==> config.mk <==
export PLATFORM = sky130hd
export DESIGN_NAME = game_ctrl
export DESIGN_NICKNAME = d
export VERILOG_FILES = /design/src/rtl/pong_pkg.sv /design/src/rtl/edge_detect.sv /design/src/rtl/game_ctrl.sv
export SDC_FILE = /design/constraint.sdc
export NUM_CORES = 1
export LEC_CHECK = 0
export ABC_AREA = 0
export ABC_CLOCK_PERIOD_IN_PS = 2300
export BUFFER_PORTS_ARGS = -buffer_cell sky130_fd_sc_hd__buf_4
export CAP_MARGIN = 40
export CORE_ASPECT_RATIO = 2
export CORE_MARGIN = 2
export CORE_UTILIZATION = 30
export CTS_CLUSTER_DIAMETER = 50
export DETAILED_ROUTE_END_ITERATION = 8
export GPL_TIMING_DRIVEN = 1
export SYNTH_ARGS = -nofsm -noshare
export SYNTH_HDL_FRONTEND = slang
export SYNTH_SLANG_ARGS = --single-unit
==> constraint.sdc <==
create_clock -name clk -period 2.3 [get_ports clk]
set_clock_uncertainty 0.05 [all_clocks]
set_input_delay 0.115 -clock clk [delete_from_list [all_inputs] [get_ports clk]]
set_output_delay 0.115 -clock clk [all_outputs]
set_load 0.05 [all_outputs]
==> src/rtl/pong_pkg.sv <==
// Shared pong constants: FSM states, goal thresholds, screen width.
// Used by game_ctrl, the ball block and pixel_gen.
package pong_pkg;

    localparam int unsigned SCREEN_W       = 640;
    localparam int unsigned LEFT_GOAL_DEF  = 0;
    localparam int unsigned RIGHT_GOAL_DEF = 632;

    typedef enum logic [2:0] {
        ST_IDLE,
        ST_SERVE_WAIT,
        ST_PLAY,
        ST_POINT,
        ST_OVER
    } game_state_e;

    function automatic logic [3:0] sat_inc(input logic [3:0] v, input logic [3:0] lim);
        return (v < lim) ? v + 4'd1 : v;
    endfunction

endpackage

==> src/rtl/edge_detect.sv <==
// Rising-edge detector with synchronous active-low reset; a level
// already high when reset releases is not reported until it drops.
module edge_detect (
    input  logic clk,
    input  logic reset,
    input  logic in,
    output logic rise
);

    logic in_q, in_d;
    logic arm_q, arm_d;

    always_comb begin
        in_d  = in;
        arm_d = arm_q | ~in;
        rise  = in & ~in_q & arm_q;
    end

    always_ff @(posedge clk) begin
        if (!reset) begin
            in_q  <= 1'b0;
            arm_q <= 1'b0;
        end else begin
            in_q  <= in_d;
            arm_q <= arm_d;
        end
    end

endmodule

==> src/rtl/game_ctrl.sv <==
// Pong game sequencer: start, serve delay, goal detection, scoring
// and game-over, all outputs registered.
module game_ctrl
    import pong_pkg::*;
#(
    parameter int unsigned WIN_SCORE    = 7,
    parameter int unsigned SERVE_FRAMES = 60,
    parameter int unsigned LEFT_GOAL_X  = LEFT_GOAL_DEF,
    parameter int unsigned RIGHT_GOAL_X = RIGHT_GOAL_DEF
) (
    input  logic       clk,
    input  logic       reset,
    input  logic       refresh_tick,
    input  logic [9:0] ball_x,
    input  logic       start,
    output logic       ball_enable,
    output logic       ball_recenter,
    output logic       serve_dir,
    output logic [3:0] score1,
    output logic [3:0] score2,
    output logic       game_over,
    output logic       winner
);

    localparam logic [3:0] WIN4  = 4'(WIN_SCORE);
    localparam logic [8:0] SF9   = 9'(SERVE_FRAMES);
    localparam logic [9:0] LEFT  = 10'(LEFT_GOAL_X);
    localparam logic [9:0] RIGHT = 10'(RIGHT_GOAL_X);

    game_state_e state_q, state_d;
    logic [7:0]  cnt_q, cnt_d;
    logic        p2_pt_q, p2_pt_d;
    logic        en_q, en_d;
    logic        rc_q, rc_d;
    logic        dir_q, dir_d;
    logic [3:0]  s1_q, s1_d;
    logic [3:0]  s2_q, s2_d;
    logic        over_q, over_d;
    logic        win_q, win_d;
    logic        start_rise;
    logic [3:0]  new_score;

    edge_detect u_start_edge (
        .clk   (clk),
        .reset (reset),
        .in    (start),
        .rise  (start_rise)
    );

    always_comb begin
        state_d   = state_q;
        cnt_d     = cnt_q;
        p2_pt_d   = p2_pt_q;
        en_d      = 1'b0;
        rc_d      = 1'b0;
        dir_d     = dir_q;
        s1_d      = s1_q;
        s2_d      = s2_q;
        over_d    = over_q;
        win_d     = win_q;
        new_score = p2_pt_q ? sat_inc(s2_q, WIN4) : sat_inc(s1_q, WIN4);

        unique case (state_q)
            ST_IDLE, ST_OVER: begin
                if (start_rise) begin
                    s1_d    = 4'd0;
                    s2_d    = 4'd0;
                    dir_d   = 1'b0;
                    rc_d    = 1'b1;
                    over_d  = 1'b0;
                    cnt_d   = 8'd0;
                    state_d = ST_SERVE_WAIT;
                end
            end
            ST_SERVE_WAIT: begin
                if (refresh_tick) begin
                    if ({1'b0, cnt_q} + 9'd1 == SF9) begin
                        cnt_d   = 8'd0;
                        en_d    = 1'b1;
                        state_d = ST_PLAY;
                    end else begin
                        cnt_d = cnt_q + 8'd1;
                    end
                end
            end
            ST_PLAY: begin
                en_d = 1'b1;
                if (refresh_tick) begin
                    // Left goal is checked first so it wins a tie.
                    if (ball_x <= LEFT) begin
                        p2_pt_d = 1'b1;
                        en_d    = 1'b0;
                        state_d = ST_POINT;
                    end else if (ball_x >= RIGHT) begin
                        p2_pt_d = 1'b0;
                        en_d    = 1'b0;
                        state_d = ST_POINT;
                    end
                end
            end
            ST_POINT: begin
                rc_d  = 1'b1;
                dir_d = ~p2_pt_q;
                if (p2_pt_q) s2_d = new_score;
                else         s1_d = new_score;
                if (new_score == WIN4) begin
                    over_d  = 1'b1;
                    win_d   = p2_pt_q;
                    state_d = ST_OVER;
                end else begin
                    cnt_d   = 8'd0;
                    state_d = ST_SERVE_WAIT;
                end
            end
            default: state_d = ST_IDLE;
        endcase
    end

    always_ff @(posedge clk) begin
        if (!reset) begin
            state_q <= ST_IDLE;
            cnt_q   <= 8'd0;
            p2_pt_q <= 1'b0;
            en_q    <= 1'b0;
            rc_q    <= 1'b0;
            dir_q   <= 1'b0;
            s1_q    <= 4'd0;
            s2_q    <= 4'd0;
            over_q  <= 1'b0;
            win_q   <= 1'b0;
        end else begin
            state_q <= state_d;
            cnt_q   <= cnt_d;
            p2_pt_q <= p2_pt_d;
            en_q    <= en_d;
            rc_q    <= rc_d;
            dir_q   <= dir_d;
            s1_q    <= s1_d;
            s2_q    <= s2_d;
            over_q  <= over_d;
            win_q   <= win_d;
        end
    end

    assign ball_enable   = en_q;
    assign ball_recenter = rc_q;
    assign serve_dir     = dir_q;
    assign score1        = s1_q;
    assign score2        = s2_q;
    assign game_over     = over_q;
    assign winner        = win_q;

endmodule
==> results.tsv, run 1 <==
stage	metric	value	unit
hold_path	worst hold path type	input port to flip-flop	
final_layout	non-filler cells, final	269	
worst_setup_path	crit path cell chain	ha_1, a21oi_4, mux2_1, a211oi_2, a21o_1, a32o_2	
global_routing	Tot GR Track Use	0.155	
timing	Fmax	497	MHz
final_layout	n_diodes	0	
worst_setup_path	Reg2Reg Depth	6	
yosys	library cells used by synthesis	53	
final_layout	final instance area	1870	sq um
global_routing	routing usage on met3	0.0154	
timing	RSZ-0062 raised after global routing	no	
placed_design	IO Port Bufs	26	
yosys	FF+latch count, synth	27	
global_routing	vias in the first global route	1473	
worst_setup_path	reg2reg setup slack	0.29	ns
timing	Final period util	0.875	
yosys	leading post-synthesis cells by cell area	dfxtp_1 35%, nor2_1 5.8%, a21oi_1 4.8%, nand2_1 2.9%, mux2i_1 2.6%	
final_layout	share of layout cells above drive strength 1	0.232	
yosys	Syn Nets	200	
run	max_cap viols	0	
worst_setup_path	CP arrival	2.19	ns
hold_path	Worst Min Path Start	refresh_tick	
global_routing	initial antenna violation count	0	
placed_design	Area after DPL	1820	sq um
worst_setup_path	CP endpoint kind	flip-flop	
clock_tree	CTS root buffer	clkbuf_8	
pwr	switching part of the total	0.244	
clock_tree	deepest clock path buffer count	2	
pwr	Power Total	0.827	mW
global_routing	first-pass GRT wire length	6.76	mm
timing	Final setup viols	0	
drt	First DRT Iteration DRCs	30	
timing	Tmin final	2.01	ns
pwr	Seq pwr share	0.576	
drt	Routed Antenna Nets	0	
global_routing	grt met2 use	0.281	
worst_setup_path	Worst Path Required	2.47	ns
drt	router iterations before antenna repair	4	
die	Die Area	5850	sq um
final_layout	Area growth syn-to-layout	19.5	%
yosys	Post-synth EDFFs	0	
global_routing	most used routing layer	met2	
yosys	synth warn	0	
drt	DR vias/cell	5.47	
die	Die Y-Extent	106	microns
timing	setup TNS	0	ns
timing	worst slew pin tran	0.603	ns
drt	WL/cell	15.0	microns
timing	Slew HR	0.598	
worst_setup_path	Slowest cell on crit path	dfxtp_1	
yosys	ys flop type	dfxtp_1	
pwr	Clock Power Share	0.335	
placed_design	DP Cell Count	264	
worst_setup_path	Worst setup SP type	flip-flop	
drt	Post-Route WL	4.04	mm
final_layout	fill cell count	544	
die	area of the core	5090	sq um
clock_tree	clk sinks	27	
pwr	Leak Pwr	0.717	nW
clock_tree	CTS H-Tree Depth	1	
final_layout	Layout Nets	229	
pwr	Cell Pwr Density	442	nW/um^2
timing	Setup WS post-layout	0.287	ns
hold_path	Hold Path Depth	3	
placed_design	hpwl dp	3.18	mm
yosys	Synth top area share	0.345	
drt	# DRC	0	
pwr	IR drop worst, VDD	0.243	mV
yosys	sequential share of the synthesized area	0.345	
yosys	largest area contributor in the netlist	dfxtp_1	
run_status	run status	completed	
pwr	Int Pwr	0.625	mW
clock_tree	CTS tree	built	
timing	Hold WS	0.0862	ns
placed_design	GPL Wtd Cong	0.803	
global_routing	largest net degree at the start of global routing	17	
hold_path	Hold Path End	p2_pt_q	
yosys	mean post-synth cell area	8.56	sq um
final_layout	final core area utilization	0.368	
pwr	sw power	0.202	mW
clock_tree	Worst-path clk slew	0.10	ns
worst_setup_path	Max FO, Critical Path	7	
die	I/O pin cnt	27	
drt	via count	1472	
timing	Final Max Slew Viols	0	
yosys	mapped cell area	1570	sq um
yosys	Async S/R FF share, synth	0	
clock_tree	Skew-Pair Late Insertion Delay	0.27	ns
clock_tree	Num CTS Buffers	3	
pwr	combinational fraction of design power	0.090	
worst_setup_path	Crit Path Class	flip-flop to flip-flop	
die	DIE WIDTH	55.1	microns
worst_setup_path	worst r2r src	score2[0]	
yosys	Mapped Cells	183	
timing	Final Hold Violating Endpoints	0	
worst_setup_path	highest cell delay on the worst timing path	0.37	ns
worst_setup_path	RR Endpoint	cnt_q[1]	
placed_design	pre-CTS setup slack	0.300	ns
global_routing	total global routing overflow	0	
die	initial core utilization	0.308	
die	Site Rows	37	
global_routing	grt met1 use	0.165	
## power groups by stage
stage | clock network (mW) | logic [mW] | registers (mW)
after floorplan | 0 | 0.0446 | 0.486
after detailed placement | 0 | 0.0733 | 0.487
after global routing | 0.310 | 0.0809 | 0.477
final | 0.277 | 0.0743 | 0.476
after CTS | 0.286 | 0.0747 | 0.476
after global placement | 0 | 0.0730 | 0.487
## logic make-up after synthesis
group | Yosys count | share of synthesized area
flops | 27 | 0.345
fa+ha+maj | 3 | 0.0240
mux | 5 | 0.0327
simple gates | 86 | 0.311
compound gates | 51 | 0.249
buf+inv | 11 | 0.0383
## critical path: cells and delay by family (launching register included)
family	cells	cell delay [ns]
mux	1	0.35
compound gates	4	0.91
flops	1	0.37
fa+ha+maj	1	0.27
## cells in the mapped netlist (2+ instances only)
cell type / n
nor3_1: 5
nand2_1: 12
mux2i_1: 4
and3_1: 3
nor2b_1: 3
o21ai_0: 6
inv_1: 5
a31o_2: 2
nand2b_1: 5
nor4_2: 3
ha_1: 3
and4bb_2: 2
or2b_1: 2
or2_1: 2
nor2_1: 24
a31o_1: 2
a211oi_1: 4
a21oi_1: 15
nand4_1: 2
buf_2: 3
a21o_1: 2
a22oi_1: 4
buf_6: 2
nand3_1: 6
and4b_1: 2
and2_1: 2
nand3b_1: 2
dfxtp_1: 27
nor4_1: 5
## layer usage
layer  vias to the layer above  routed length [microns]
li1                        735                        -
met1                       707                     1470
met5                         -                        0
met3                        10                       74
met2                        20                     2380
met4                         0                      121
## worst max-delay path by stage
stage / to / startpoint / slack [ns] / depth (start not counted)
6_report: cnt_q[1] / score2[0] / 0.29 / 6
5_1_grt: cnt_q[7] / score2[0] / 0.15 / 6
4_1_cts: cnt_q[1] / score2[0] / 0.28 / 6
3_5_place_dp: winner / score2[0] / 0.30 / 6
3_3_place_gp: cnt_q[7] / score2[0] / 0.35 / 6
2_1_floorplan: cnt_q[1] / score1[0] / 0.15 / 6
## cells in the final DEF (no fill, tap or decap), drive strengths merged, types with 3 or more instances in the layout
cell type,synthesis,final
and3,3,3
nor3,5,5
nor4,8,8
a22oi,4,4
nand3,6,6
a31o,4,4
nor2,25,25
o21ai,7,7
inv,5,5
clkbuf,1,3
nand2b,5,5
buf,5,29
nor2b,3,3
dfxtp,27,27
nand2,13,13
ha,3,3
or2,3,3
a211oi,5,5
mux2i,4,4
a21oi,17,17
and4bb,3,3
## final cells by class
class                           instances  area (sq um)  share of cell area
Clock inverter                          1          5.00             0.00267
Clock buffer                            3          41.3              0.0221
Multi-Input combinational cell        145           966               0.516
Timing Repair Buffer                   30           228               0.122
Tap cell                               58          72.6              0.0388
Inverter                                5          18.8              0.0100
Sequential cell                        27           541               0.289
## sequential cells by signal, indices dropped and copies added (netlist names), 3 cells and up
| name | count |
|---|---|
| score2 | 4 |
| cnt_q | 8 |
| state_q | 3 |
| score1 | 4 |
## what timing repair did
| item | 4_1_cts | 5_1_grt |
|---|---|---|
| endpoints found under the hold margin | 1 | 0 |
| gates resized for setup | 0 | 0 |
| setup buffers | 0 | 0 |
| hold buffers | 1 | 0 |
No activity file was read; power rests on OpenSTA's default activity.
==> inputs of run 2 (changes only) <==
--- a/config.mk
+++ b/config.mk
@@ -6,7 +6,7 @@
 export NUM_CORES = 1
 export LEC_CHECK = 0
 export ABC_AREA = 0
-export ABC_CLOCK_PERIOD_IN_PS = 2300
+export ABC_CLOCK_PERIOD_IN_PS = 1800
 export BUFFER_PORTS_ARGS = -buffer_cell sky130_fd_sc_hd__buf_4
 export CAP_MARGIN = 40
 export CORE_ASPECT_RATIO = 2
==> constraint.sdc (replaced) <==
create_clock -name clk -period 1.8 [get_ports clk]
set_clock_uncertainty 0.05 [all_clocks]
set_input_delay 0.09 -clock clk [delete_from_list [all_inputs] [get_ports clk]]
set_output_delay 0.09 -clock clk [all_outputs]
set_load 0.05 [all_outputs]
==> results.tsv, run 2 (synthesis gave the netlist of run 1 again) <==
stage	metric	value	unit	change
timing	Tmin final	1.80	ns	-0.211 ns
placed_design	GPL Wtd Cong	0.857		+6.6%
final_layout	most common library cell in the layout ignoring fill and taps	buf_4		
global_routing	first-pass GRT wire length	7.29	mm	+7.7%
worst_setup_path	crit path cell chain	ha_4, a21oi_4, mux2_4, a211oi_4, nand2_2, mux2i_1		
run_status	run status	complete, but fails checks		
global_routing	Tot GR Track Use	0.170		+0.0159
final_layout	most frequent cells in the layout	56 x buf_4, 24 x nor2_1, 18 x dfxtp_1		
hold_path	Hold Path Depth	3		unchanged
clock_tree	clk sinks	27		unchanged
timing	Final setup viols	1		+1
clock_tree	Skew-Pair Late Insertion Delay	0.28	ns	about the same
die	Die Y-Extent	106	microns	unchanged
timing	Final period util	1.00		+0.126
drt	WL/cell	15.7	microns	+4.3%
pwr	IR drop worst, VDD	0.369	mV	+52%
timing	Final Max Slew Viols	0		unchanged
pwr	Cell Pwr Density	499	nW/um^2	+13%
worst_setup_path	Slowest cell on crit path	dfxtp_4		
global_routing	largest net degree at the start of global routing	17		unchanged
final_layout	Area growth syn-to-layout	39.1	%	
pwr	Leak Pwr	0.849	nW	+18%
timing	Setup WS post-layout	-0.00211	ns	-0.289 ns
timing	Fmax	555	MHz	+12%
final_layout	n_diodes	0		unchanged
run_status	violated checks	setup timing		
clock_tree	CTS H-Tree Depth	1		unchanged
placed_design	Area after DPL	2070	sq um	+14%
final_layout	final instance area	2180	sq um	+16%
die	area of the core	5090	sq um	unchanged
worst_setup_path	reg2reg setup slack	-0.002	ns	-0.29 ns
final_layout	fill cell count	540		-0.74%
final_layout	share of layout cells above drive strength 1	0.387		+0.154
worst_setup_path	CP endpoint kind	flip-flop		
final_layout	max FFs per register	8		unchanged
worst_setup_path	Reg2Reg Depth	6		unchanged
die	DIE WIDTH	55.1	microns	unchanged
global_routing	vias in the first global route	1614		+9.6%
timing	Final Hold Violating Endpoints	0		unchanged
run	max_cap viols	0		unchanged
clock_tree	Num CTS Buffers	3		unchanged
clock_tree	deepest clock path buffer count	2		unchanged
die	initial core utilization	0.308		unchanged
global_routing	total global routing overflow	0		unchanged
timing	RSZ-0062 raised after global routing	yes		
worst_setup_path	Worst Path Required	1.93	ns	-0.54 ns
timing	Slew HR	0.645		+0.0475
worst_setup_path	Worst setup SP type	flip-flop		
hold_path	worst hold path type	input port to flip-flop		
clock_tree	CTS root buffer	clkbuf_8		
drt	First DRT Iteration DRCs	31		+3.3%
drt	router iterations before antenna repair	4		unchanged
worst_setup_path	Max FO, Critical Path	7		unchanged
die	I/O pin cnt	27		unchanged
die	Die Area	5850	sq um	unchanged
drt	Post-Route WL	4.64	mm	+15%
drt	via count	1599		+8.6%
placed_design	IO Port Bufs	26		unchanged
timing	setup TNS	-0.00211	ns	-0.00211 ns
final_layout	Layout Nets	256		+12%
clock_tree	CTS tree	built		
global_routing	initial antenna violation count	0		unchanged
worst_setup_path	CP arrival	1.93	ns	-0.26 ns
final_layout	Most flops, register	cnt_q		
worst_setup_path	highest cell delay on the worst timing path	0.36	ns	about the same
die	Site Rows	37		unchanged
placed_design	hpwl dp	3.59	mm	+13%
timing	Hold WS	0.0566	ns	-0.0296 ns
drt	# DRC	0		unchanged
clock_tree	Worst-path clk slew	0.11	ns	about the same
worst_setup_path	Crit Path Class	flip-flop to flip-flop		
timing	worst slew pin tran	0.532	ns	-0.0713 ns
drt	DR vias/cell	5.40		-1.3%
drt	Routed Antenna Nets	0		unchanged
run 2: cell count changes in the layout (fill, tap and decap cells not counted), sizes merged:
cell,previous run,this run
clkinv,1,0
clkinvlp,0,1
buf,29,56
run 2: cell type report:
type                    count  area [sq um]  share of cell area
well taps                  58          72.6              0.0333
multi-input cells         145          1050               0.480
inverters                   5          18.8             0.00861
repair buffers             57           430               0.197
flip-flops and latches     27           562               0.258
clock inverters             1          7.51             0.00344
clock buffers               3          41.3              0.0189
run 2: per-layer routing:
| metal | track usage | wire length [microns] | vias up |
|---|---|---|---|
| li1 | - | - | 793 |
| met1 | 0.164 | 1690 | 777 |
| met2 | 0.326 | 2760 | 21 |
| met3 | 0.0183 | 70 | 8 |
| met4 | 0.0801 | 118 | 0 |
| met5 | 0 | 0 | - |
run 2: power breakdown:
| part | total (mW) | internal (mW) | switching, mW |
|---|---|---|---|
| clock | 0.366 | 0.158 | 0.208 |
| sequential | 0.599 | 0.596 | 0.00294 |
| combinational | 0.122 | 0.0568 | 0.0655 |
run 2: per-stage QoR:
step | utilization | cells | power [mW] | worst slack [ns]
detailed placement | 0.407 | 289 | 0.725 | -0.00902
global placement | 0.407 | 289 | 0.725 | 0.0199
CTS | 0.418 | 294 | 1.10 | -0.0192
global route | 0.428 | 296 | 1.13 | -0.0872
floorplan | - | 183 | 0.672 | 0.00602
finish | 0.428 | 296 | 1.09 | -0.00211
run 2: worst paths after layout:
check                                        start                 end
worst max-delay path                     score2[0]              winner
worst min-delay path                  refresh_tick             p2_pt_q
worst min register to register  u_start_edge.arm_q  u_start_edge.arm_q
worst max register to register           score2[0]              winner
run 2: critical path, delay by kind of cell, from the launching register on:
family | cells | cell delay, ns
compound gates | 2 | 0.45
fa+ha+maj | 1 | 0.17
flops | 1 | 0.36
mux | 2 | 0.49
simple gates | 1 | 0.19
run 2: timing repair:
action / in CTS / in global routing
pin swaps: 2 / 5
hold endpoints to repair: 2 / 0
resized for setup: 0 / 6
setup buffers: 0 / 2
endpoints found under the setup margin: 4 / 12
hold buffers: 1 / 0
